===== src/rtl/race_sequencer_if.sv =====
// Race sequencer signal bundle.
// Groups the track/frame/lap event inputs and the race-flow outputs that
// feed lap_timer, car_ctl and the HUD stages.
//   track_visible   : level, track screen shown (into sequencer)
//   frame_ended     : one-pclk pulse per frame (into sequencer)
//   lap_finished    : one-pclk pulse per completed lap (into sequencer)
//   lap_timer_start : level enable to lap_timer
//   car_enable      : level gate for car_ctl key input
//   countdown_digit : digit shown during countdown, 0 when none
//   go_visible      : HUD shows "GO"
//   current_lap     : lap in progress (1-based), 0 before start
//   race_finished   : level, race complete
//   state           : IDLE=0, COUNTDOWN=1, RACING=2, FINISHED=3
// The sequencer uses the slave modport; the event source uses master.
interface race_sequencer_if #(
  parameter int LAP_W = 4
);
  logic             track_visible;
  logic             frame_ended;
  logic             lap_finished;
  logic             lap_timer_start;
  logic             car_enable;
  logic [3:0]       countdown_digit;
  logic             go_visible;
  logic [LAP_W-1:0] current_lap;
  logic             race_finished;
  logic [1:0]       state;

  modport master (
    output track_visible, frame_ended, lap_finished,
    input  lap_timer_start, car_enable, countdown_digit, go_visible,
           current_lap, race_finished, state
  );

  modport slave (
    input  track_visible, frame_ended, lap_finished,
    output lap_timer_start, car_enable, countdown_digit, go_visible,
           current_lap, race_finished, state
  );
endinterface


===== src/rtl/race_sequencer.sv =====
// Race-flow controller.
// On track entry runs a frame-paced countdown (COUNT_FROM..1, then GO),
// enables the car and lap timer, counts laps and declares the race finished
// after TOTAL_LAPS. Dropping track_visible aborts back to IDLE at any time.
// Ports:
//   pclk : pixel clock, all logic on the rising edge
//   rst  : asynchronous active-low reset
//   bus  : race_sequencer_if slave modport (events in, race status out)
// Every output comes straight from a flop, so there is no combinational
// path from any input to any output.
module race_sequencer #(
  parameter int FRAMES_PER_STEP = 60,
  parameter int COUNT_FROM      = 3,
  parameter int GO_HOLD_FRAMES  = 60,
  parameter int TOTAL_LAPS      = 3,
  parameter int LAP_W           = 4
) (
  input  logic                pclk,
  input  logic                rst,
  race_sequencer_if.slave     bus
);

  localparam int CNT_MAX = (FRAMES_PER_STEP > GO_HOLD_FRAMES) ? FRAMES_PER_STEP : GO_HOLD_FRAMES;
  localparam int CNT_W   = $clog2(CNT_MAX + 1);

  localparam logic [CNT_W-1:0] STEP_LAST   = CNT_W'(FRAMES_PER_STEP - 1);
  localparam logic [CNT_W-1:0] GO_LAST     = CNT_W'(GO_HOLD_FRAMES - 1);
  localparam logic [CNT_W-1:0] CNT_ONE     = CNT_W'(1);
  localparam logic [3:0]       DIGIT_FIRST = 4'(COUNT_FROM);
  localparam logic [LAP_W-1:0] LAP_LAST    = LAP_W'(TOTAL_LAPS);
  localparam logic [LAP_W-1:0] LAP_ONE     = LAP_W'(1);

  typedef enum logic [1:0] {
    IDLE      = 2'd0,
    COUNTDOWN = 2'd1,
    RACING    = 2'd2,
    FINISHED  = 2'd3
  } state_t;

  state_t           state_q, state_d;
  logic [CNT_W-1:0] frame_cnt_q, frame_cnt_d;
  logic [3:0]       digit_q, digit_d;
  logic             go_q, go_d;
  logic             timer_q, timer_d;
  logic             car_q, car_d;
  logic [LAP_W-1:0] lap_q, lap_d;
  logic             fin_q, fin_d;

  // Next-state and next-output logic. The abort on a dropped track_visible
  // is checked first so it overrides any frame or lap event in that cycle.
  // frame_cnt paces the countdown steps and is then reused to time how
  // long "GO" stays on screen.
  always_comb begin
    state_d     = state_q;
    frame_cnt_d = frame_cnt_q;
    digit_d     = digit_q;
    go_d        = go_q;
    timer_d     = timer_q;
    car_d       = car_q;
    lap_d       = lap_q;
    fin_d       = fin_q;

    if (state_q != IDLE && !bus.track_visible) begin
      state_d     = IDLE;
      frame_cnt_d = '0;
      digit_d     = '0;
      go_d        = 1'b0;
      timer_d     = 1'b0;
      car_d       = 1'b0;
      lap_d       = '0;
      fin_d       = 1'b0;
    end else begin
      case (state_q)
        IDLE: begin
          if (bus.track_visible) begin
            state_d     = COUNTDOWN;
            digit_d     = DIGIT_FIRST;
            frame_cnt_d = '0;
            lap_d       = '0;
          end
        end

        COUNTDOWN: begin
          if (bus.frame_ended) begin
            if (frame_cnt_q == STEP_LAST) begin
              frame_cnt_d = '0;
              if (digit_q > 4'd1) begin
                digit_d = digit_q - 4'd1;
              end else begin
                state_d = RACING;
                digit_d = '0;
                go_d    = 1'b1;
                timer_d = 1'b1;
                car_d   = 1'b1;
                lap_d   = LAP_ONE;
              end
            end else begin
              frame_cnt_d = frame_cnt_q + CNT_ONE;
            end
          end
        end

        RACING: begin
          // The GO timer only runs while GO is shown, so the counter stops
          // at zero afterwards and never wraps.
          if (bus.frame_ended && go_q) begin
            if (frame_cnt_q == GO_LAST) begin
              go_d        = 1'b0;
              frame_cnt_d = '0;
            end else begin
              frame_cnt_d = frame_cnt_q + CNT_ONE;
            end
          end
          // Placed after the frame handling so finishing also forces GO off.
          if (bus.lap_finished) begin
            if (lap_q < LAP_LAST) begin
              lap_d = lap_q + LAP_ONE;
            end else begin
              state_d = FINISHED;
              fin_d   = 1'b1;
              car_d   = 1'b0;
              timer_d = 1'b0;
              go_d    = 1'b0;
            end
          end
        end

        FINISHED: begin
        end

        default: begin
          state_d = IDLE;
        end
      endcase
    end
  end

  // State and output registers with asynchronous active-low reset.
  always_ff @(posedge pclk or negedge rst) begin
    if (!rst) begin
      state_q     <= IDLE;
      frame_cnt_q <= '0;
      digit_q     <= '0;
      go_q        <= 1'b0;
      timer_q     <= 1'b0;
      car_q       <= 1'b0;
      lap_q       <= '0;
      fin_q       <= 1'b0;
    end else begin
      state_q     <= state_d;
      frame_cnt_q <= frame_cnt_d;
      digit_q     <= digit_d;
      go_q        <= go_d;
      timer_q     <= timer_d;
      car_q       <= car_d;
      lap_q       <= lap_d;
      fin_q       <= fin_d;
    end
  end

  assign bus.state           = state_q;
  assign bus.countdown_digit = digit_q;
  assign bus.go_visible      = go_q;
  assign bus.lap_timer_start = timer_q;
  assign bus.car_enable      = car_q;
  assign bus.current_lap     = lap_q;
  assign bus.race_finished   = fin_q;

endmodule

===== src/flat_wrapper.sv =====
// flat-port wrapper written by rule: the top's interface ports become plain ports
module race_sequencer_flat 
#(
  parameter int FRAMES_PER_STEP = 60,
  parameter int COUNT_FROM      = 3,
  parameter int GO_HOLD_FRAMES  = 60,
  parameter int TOTAL_LAPS      = 3,
  parameter int LAP_W           = 4
)
  (pclk, rst, bus_track_visible, bus_frame_ended, bus_lap_finished, bus_lap_timer_start, bus_car_enable, bus_countdown_digit, bus_go_visible, bus_current_lap, bus_race_finished, bus_state);
  race_sequencer_if #(.LAP_W(LAP_W)) bus_i ();
  input  logic pclk;
  input  logic rst;
  input wire logic [$bits(bus_i.track_visible)-1:0] bus_track_visible;
  input wire logic [$bits(bus_i.frame_ended)-1:0] bus_frame_ended;
  input wire logic [$bits(bus_i.lap_finished)-1:0] bus_lap_finished;
  output wire logic [$bits(bus_i.lap_timer_start)-1:0] bus_lap_timer_start;
  output wire logic [$bits(bus_i.car_enable)-1:0] bus_car_enable;
  output wire logic [$bits(bus_i.countdown_digit)-1:0] bus_countdown_digit;
  output wire logic [$bits(bus_i.go_visible)-1:0] bus_go_visible;
  output wire logic [$bits(bus_i.current_lap)-1:0] bus_current_lap;
  output wire logic [$bits(bus_i.race_finished)-1:0] bus_race_finished;
  output wire logic [$bits(bus_i.state)-1:0] bus_state;
  assign bus_i.track_visible = bus_track_visible;
  assign bus_i.frame_ended = bus_frame_ended;
  assign bus_i.lap_finished = bus_lap_finished;
  assign bus_lap_timer_start = bus_i.lap_timer_start;
  assign bus_car_enable = bus_i.car_enable;
  assign bus_countdown_digit = bus_i.countdown_digit;
  assign bus_go_visible = bus_i.go_visible;
  assign bus_current_lap = bus_i.current_lap;
  assign bus_race_finished = bus_i.race_finished;
  assign bus_state = bus_i.state;
  race_sequencer #(.FRAMES_PER_STEP(FRAMES_PER_STEP), .COUNT_FROM(COUNT_FROM), .GO_HOLD_FRAMES(GO_HOLD_FRAMES), .TOTAL_LAPS(TOTAL_LAPS), .LAP_W(LAP_W)) u_core (.pclk(pclk), .rst(rst), .bus(bus_i));
endmodule

===== config.mk =====
export PLATFORM = sky130hd
export DESIGN_NAME = race_sequencer_flat
export DESIGN_NICKNAME = d
export VERILOG_FILES = /design/src/rtl/race_sequencer_if.sv /design/src/rtl/race_sequencer.sv /design/src/flat_wrapper.sv
export SDC_FILE = /design/constraint.sdc
export NUM_CORES = 1
export LEC_CHECK = 0
export ABC_AREA = 0
export ABC_CLOCK_PERIOD_IN_PS = 2300
export BUFFER_PORTS_ARGS = -buffer_cell sky130_fd_sc_hd__buf_2
export CORE_MARGIN = 2
export CORE_UTILIZATION = 30
export CTS_BUF_LIST = sky130_fd_sc_hd__clkbuf_16
export CTS_CLUSTER_DIAMETER = 120
export DETAILED_ROUTE_END_ITERATION = 6
export PLACE_DENSITY_LB_ADDON = 0.25
export SYNTH_ARGS = -nofsm -noshare
export SYNTH_HDL_FRONTEND = slang
export SYNTH_SLANG_ARGS = --single-unit

===== constraint.sdc =====
create_clock -name pclk -period 2.3 [get_ports pclk]
set_clock_uncertainty 0.1 [all_clocks]
set_input_delay 0.46 -clock pclk [delete_from_list [all_inputs] [get_ports pclk]]
set_output_delay 0.46 -clock pclk [all_outputs]
set_load 0.01 [all_outputs]

==> results.py <==
metrics = {
    "drt": {
        "wl_per_cell_um": 14.2,
        "ant_nets": 0,
        "drc_errors": 0,
        "firstDrtPassIters": 4,
        "wirelength_mm": 3.04,
        "drtIter0Drc": 23,
        "vias_per_cell": 5.30,
        "vias": 1134,
    },
    "setup_path": {
        "critical_path_class": "register to register",
        "critical_path_arrival_ns": 2.26,
        "endpoint_kind": "register",
        "slowest_delay_ns": 0.49,
        "path_delay_family": "simple AND/OR/NAND/NOR gates",
        "start_kind": "register",
        "crit_path_top_delay_cell": "or4_1",
        "path_cells": "inv_1, ha_1, or2_1, a21o_1, a21bo_4, or4_1, nand3_1",
        "worst_r2r_endpoint": "u_core.frame_cnt_q[4]$_DFFE_PN0P_",
        "worstPathRequired_ns": 2.39,
        "critical_path_buf_inv_count": 1,
        "r2r_setup_slack_ns": 0.13,
        "crit_fanout": 8,
        "rr_worst_depth": 7,
        "r2r_start": "u_core.bus.state[0]$_DFFE_PN0P_",
    },
    "synth": {
        "syn_area_um2": 1260,
        "synth_edf_count": 0,
        "synth_top_area_share_pct": 37.8,
        "yosysMostFrequentCell": "dfrtp_1",
        "yosysTopAreaCell": "dfrtp_1",
        "yosys-top-cells-area": "dfrtp_1 38%, ha_1 7.0%, nand2_1 4.8%, o21ai_0 4.4%, nor2_1 3.9%",
        "synthArstFlopShare_pct": 100,
        "synthTopCellsByCount": "19 x dfrtp_1, 16 x nand2_1, 13 x nor2_1, 11 x o21ai_0, 8 x nand3_1",
        "netlist_instances": 140,
        "ys.flop_type": "dfrtp_1",
        "synth_seq_area_share_pct": 37.8,
        "synth_nets": 152,
        "synth_seq_cells": 19,
        "synth_area_per_cell_um2": 8.98,
        "yosysUniqueCellTypes": 43,
        "synth_warnings": 0,
    },
    "timing": {
        "rsz0062_at_grt": "yes",
        "final-max-slew-violation-count": 0,
        "max_slew.worst_pin.slew_ns": 0.460,
        "relSlewSlack_pct": 69.4,
        "final-setup-viol-count": 0,
        "fin_crit_sh_pct": 94.4,
        "hold_viol_final": 0,
        "clock.fmax_mhz": 461,
        "period_minus_slack_ns": 2.17,
    },
    "pwr": {
        "leakagePower_nw": 0.723,
        "peakVddDrop_mv": 0.448,
        "power_density_nw_per_um2": 1350,
    },
    "cts": {
        "htreeDepth": 1,
        "clkTransAtPathRegs_ns": 0.06,
        "hold_buffers": 0,
        "cts_tree": "done",
        "cts.sinks": 19,
        "root_buffer": "clkbuf_16",
        "clock_path_buffers": 2,
        "clkLatencyLatePin_ns": 0.26,
        "cts_buffers": 3,
    },
    "placement": {
        "dp.cells": 210,
        "dp_hpwl_mm": 2.27,
        "port-buffer-count": 18,
        "place_area_um2": 1430,
        "place.gp.congestion": 0.882,
    },
    "floorplan": {
        "row_count": 23,
        "floorplan.initialDensity_pct": 31.2,
        "die_area_um2": 4730,
        "die_y_um": 68.7,
        "fp.coreArea_um2": 4030,
        "dieWidth_um": 68.7,
        "ios": 19,
    },
    "layout": {
        "nFillCells": 416,
        "final_util_pct": 37.6,
        "final_net_count": 177,
        "stdcell_area_um2": 1510,
        "instances_no_fill": 214,
        "drive_above_1_share_pct": 26.2,
        "antenna_cells": 0,
        "area_growth_pct": 20.4,
    },
    "run": {
        "drv_cap": 0,
    },
    "global_routing": {
        "grt_pass1_wl_mm": 5.00,
        "antenna_found_initial": 0,
        "grt_overflow": 0,
        "grt_pass1_vias": 1121,
        "grt_max_degree": 20,
        "grtUsageTotal_pct": 14.3,
    },
    "min_path": {
        "hp-class": "input pin to async pin",
    },
    "status": {
        "status": "finished clean",
    },
}
## cell type report
type                    instances  area (um2)  share of cell area [%]
multi-input cells             111         737                    48.7
flip-flops and latches         19         477                    31.5
repair buffers                 24         135                    8.93
clock buffers                   3        75.1                    4.96
well taps                      50        62.6                    4.13
inverters                       6        22.5                    1.49
clock inverters                 1        5.00                   0.331
## layout by cell type, fill, tap and decap left out, types with 2 or more instances in the layout
master	count
dfrtp_1	18
nor2b_1	3
mux2_2	2
ha_1	6
a31o_2	2
nor3_1	2
a211oi_1	3
a21oi_1	2
o221ai_1	2
a21o_1	3
clkbuf_16	3
nand2_1	15
nand3_1	8
or2_2	2
buf_2	18
a31oi_1	2
o31ai_1	2
o21ai_0	11
buf_4	6
mux2i_1	4
inv_1	5
o21a_1	4
xnor2_1	2
nand2b_1	3
nor2_1	13
a21boi_0	2
## flip-flops by register name, summed over array words and instances, names as in the netlist
| register | cells |
|---|---|
| u_core.bus.countdown_digit | 4 |
| u_core.bus.current_lap | 4 |
| u_core.bus.go_visible | 1 |
| u_core.bus.lap_timer_start | 1 |
| u_core.bus.race_finished | 1 |
| u_core.bus.state | 2 |
| u_core.frame_cnt_q | 6 |
## metrics by stage
stage                     setup TNS (ns)  hold slack (ns)  setup WS (ns)  total power [mW]
after floorplan                        0           0.0644         0.0154              1.33
after global placement                 0            0.332          0.199              1.64
after detailed placement               0            0.344          0.156              1.65
after CTS                              0           0.0673          0.148              2.03
after global routing             -0.0148           0.0888        -0.0148              2.21
final                                  0           0.0483          0.129              2.04
## worst max path at each step
| stage | from | to | slack, ns | cells after the start |
|---|---|---|---|---|
| floorplan | u_core.bus.state[1]$_DFFE_PN0P_ | u_core.frame_cnt_q[4]$_DFFE_PN0P_ | 0.02 | 9 |
| global placement | u_core.bus.state[0]$_DFFE_PN0P_ | u_core.frame_cnt_q[4]$_DFFE_PN0P_ | 0.20 | 7 |
| detailed placement | u_core.bus.state[1]$_DFFE_PN0P_ | u_core.bus.state[0]$_DFFE_PN0P_ | 0.16 | 7 |
| CTS | u_core.bus.state[0]$_DFFE_PN0P_ | u_core.frame_cnt_q[4]$_DFFE_PN0P_ | 0.15 | 7 |
| global route | u_core.bus.state[0]$_DFFE_PN0P_ | u_core.frame_cnt_q[4]$_DFFE_PN0P_ | -0.01 | 7 |
| finish | u_core.bus.state[0]$_DFFE_PN0P_ | u_core.frame_cnt_q[4]$_DFFE_PN0P_ | 0.13 | 7 |
## kinds of logic (layout without fill, tap and decap cells)
family                     after synthesis  in the layout  share of synthesized area [%]
AOI/OAI and AO/OA                       40             40                           23.0
adders and majority gates                7              7                           6.96
xor gates and xnor gates                 2              2                           1.39
buffers and inverters                   10             34                           3.98
DFF                                     19             19                           37.8
muxes                                    6              6                           4.98
and+or+nand+nor                         56             56                           21.9
## what timing repair did
action,4_1_cts,5_1_grt
setup endpoints to repair,0,3
resized for setup,0,2
setup buffers,0,0
## routing by layer
metal | global-route usage (%) | up-vias | wire length [um]
met3 | 3.08 | 9 | 100
met5 | 0 | - | 0
met2 | 24.3 | 16 | 1550
li1 | - | 552 | -
met4 | 6.37 | 0 | 82
met1 | 17.2 | 557 | 1310
## power breakdown
part / leakage, nW / internal (mW) / switching [mW]
registers: 0.251 / 0.429 / 0.102
clock network: 0.0409 / 0.234 / 0.136
logic: 0.431 / 0.505 / 0.633
total: 0.723 / 1.17 / 0.871
Power figures use the tool's default switching activity.
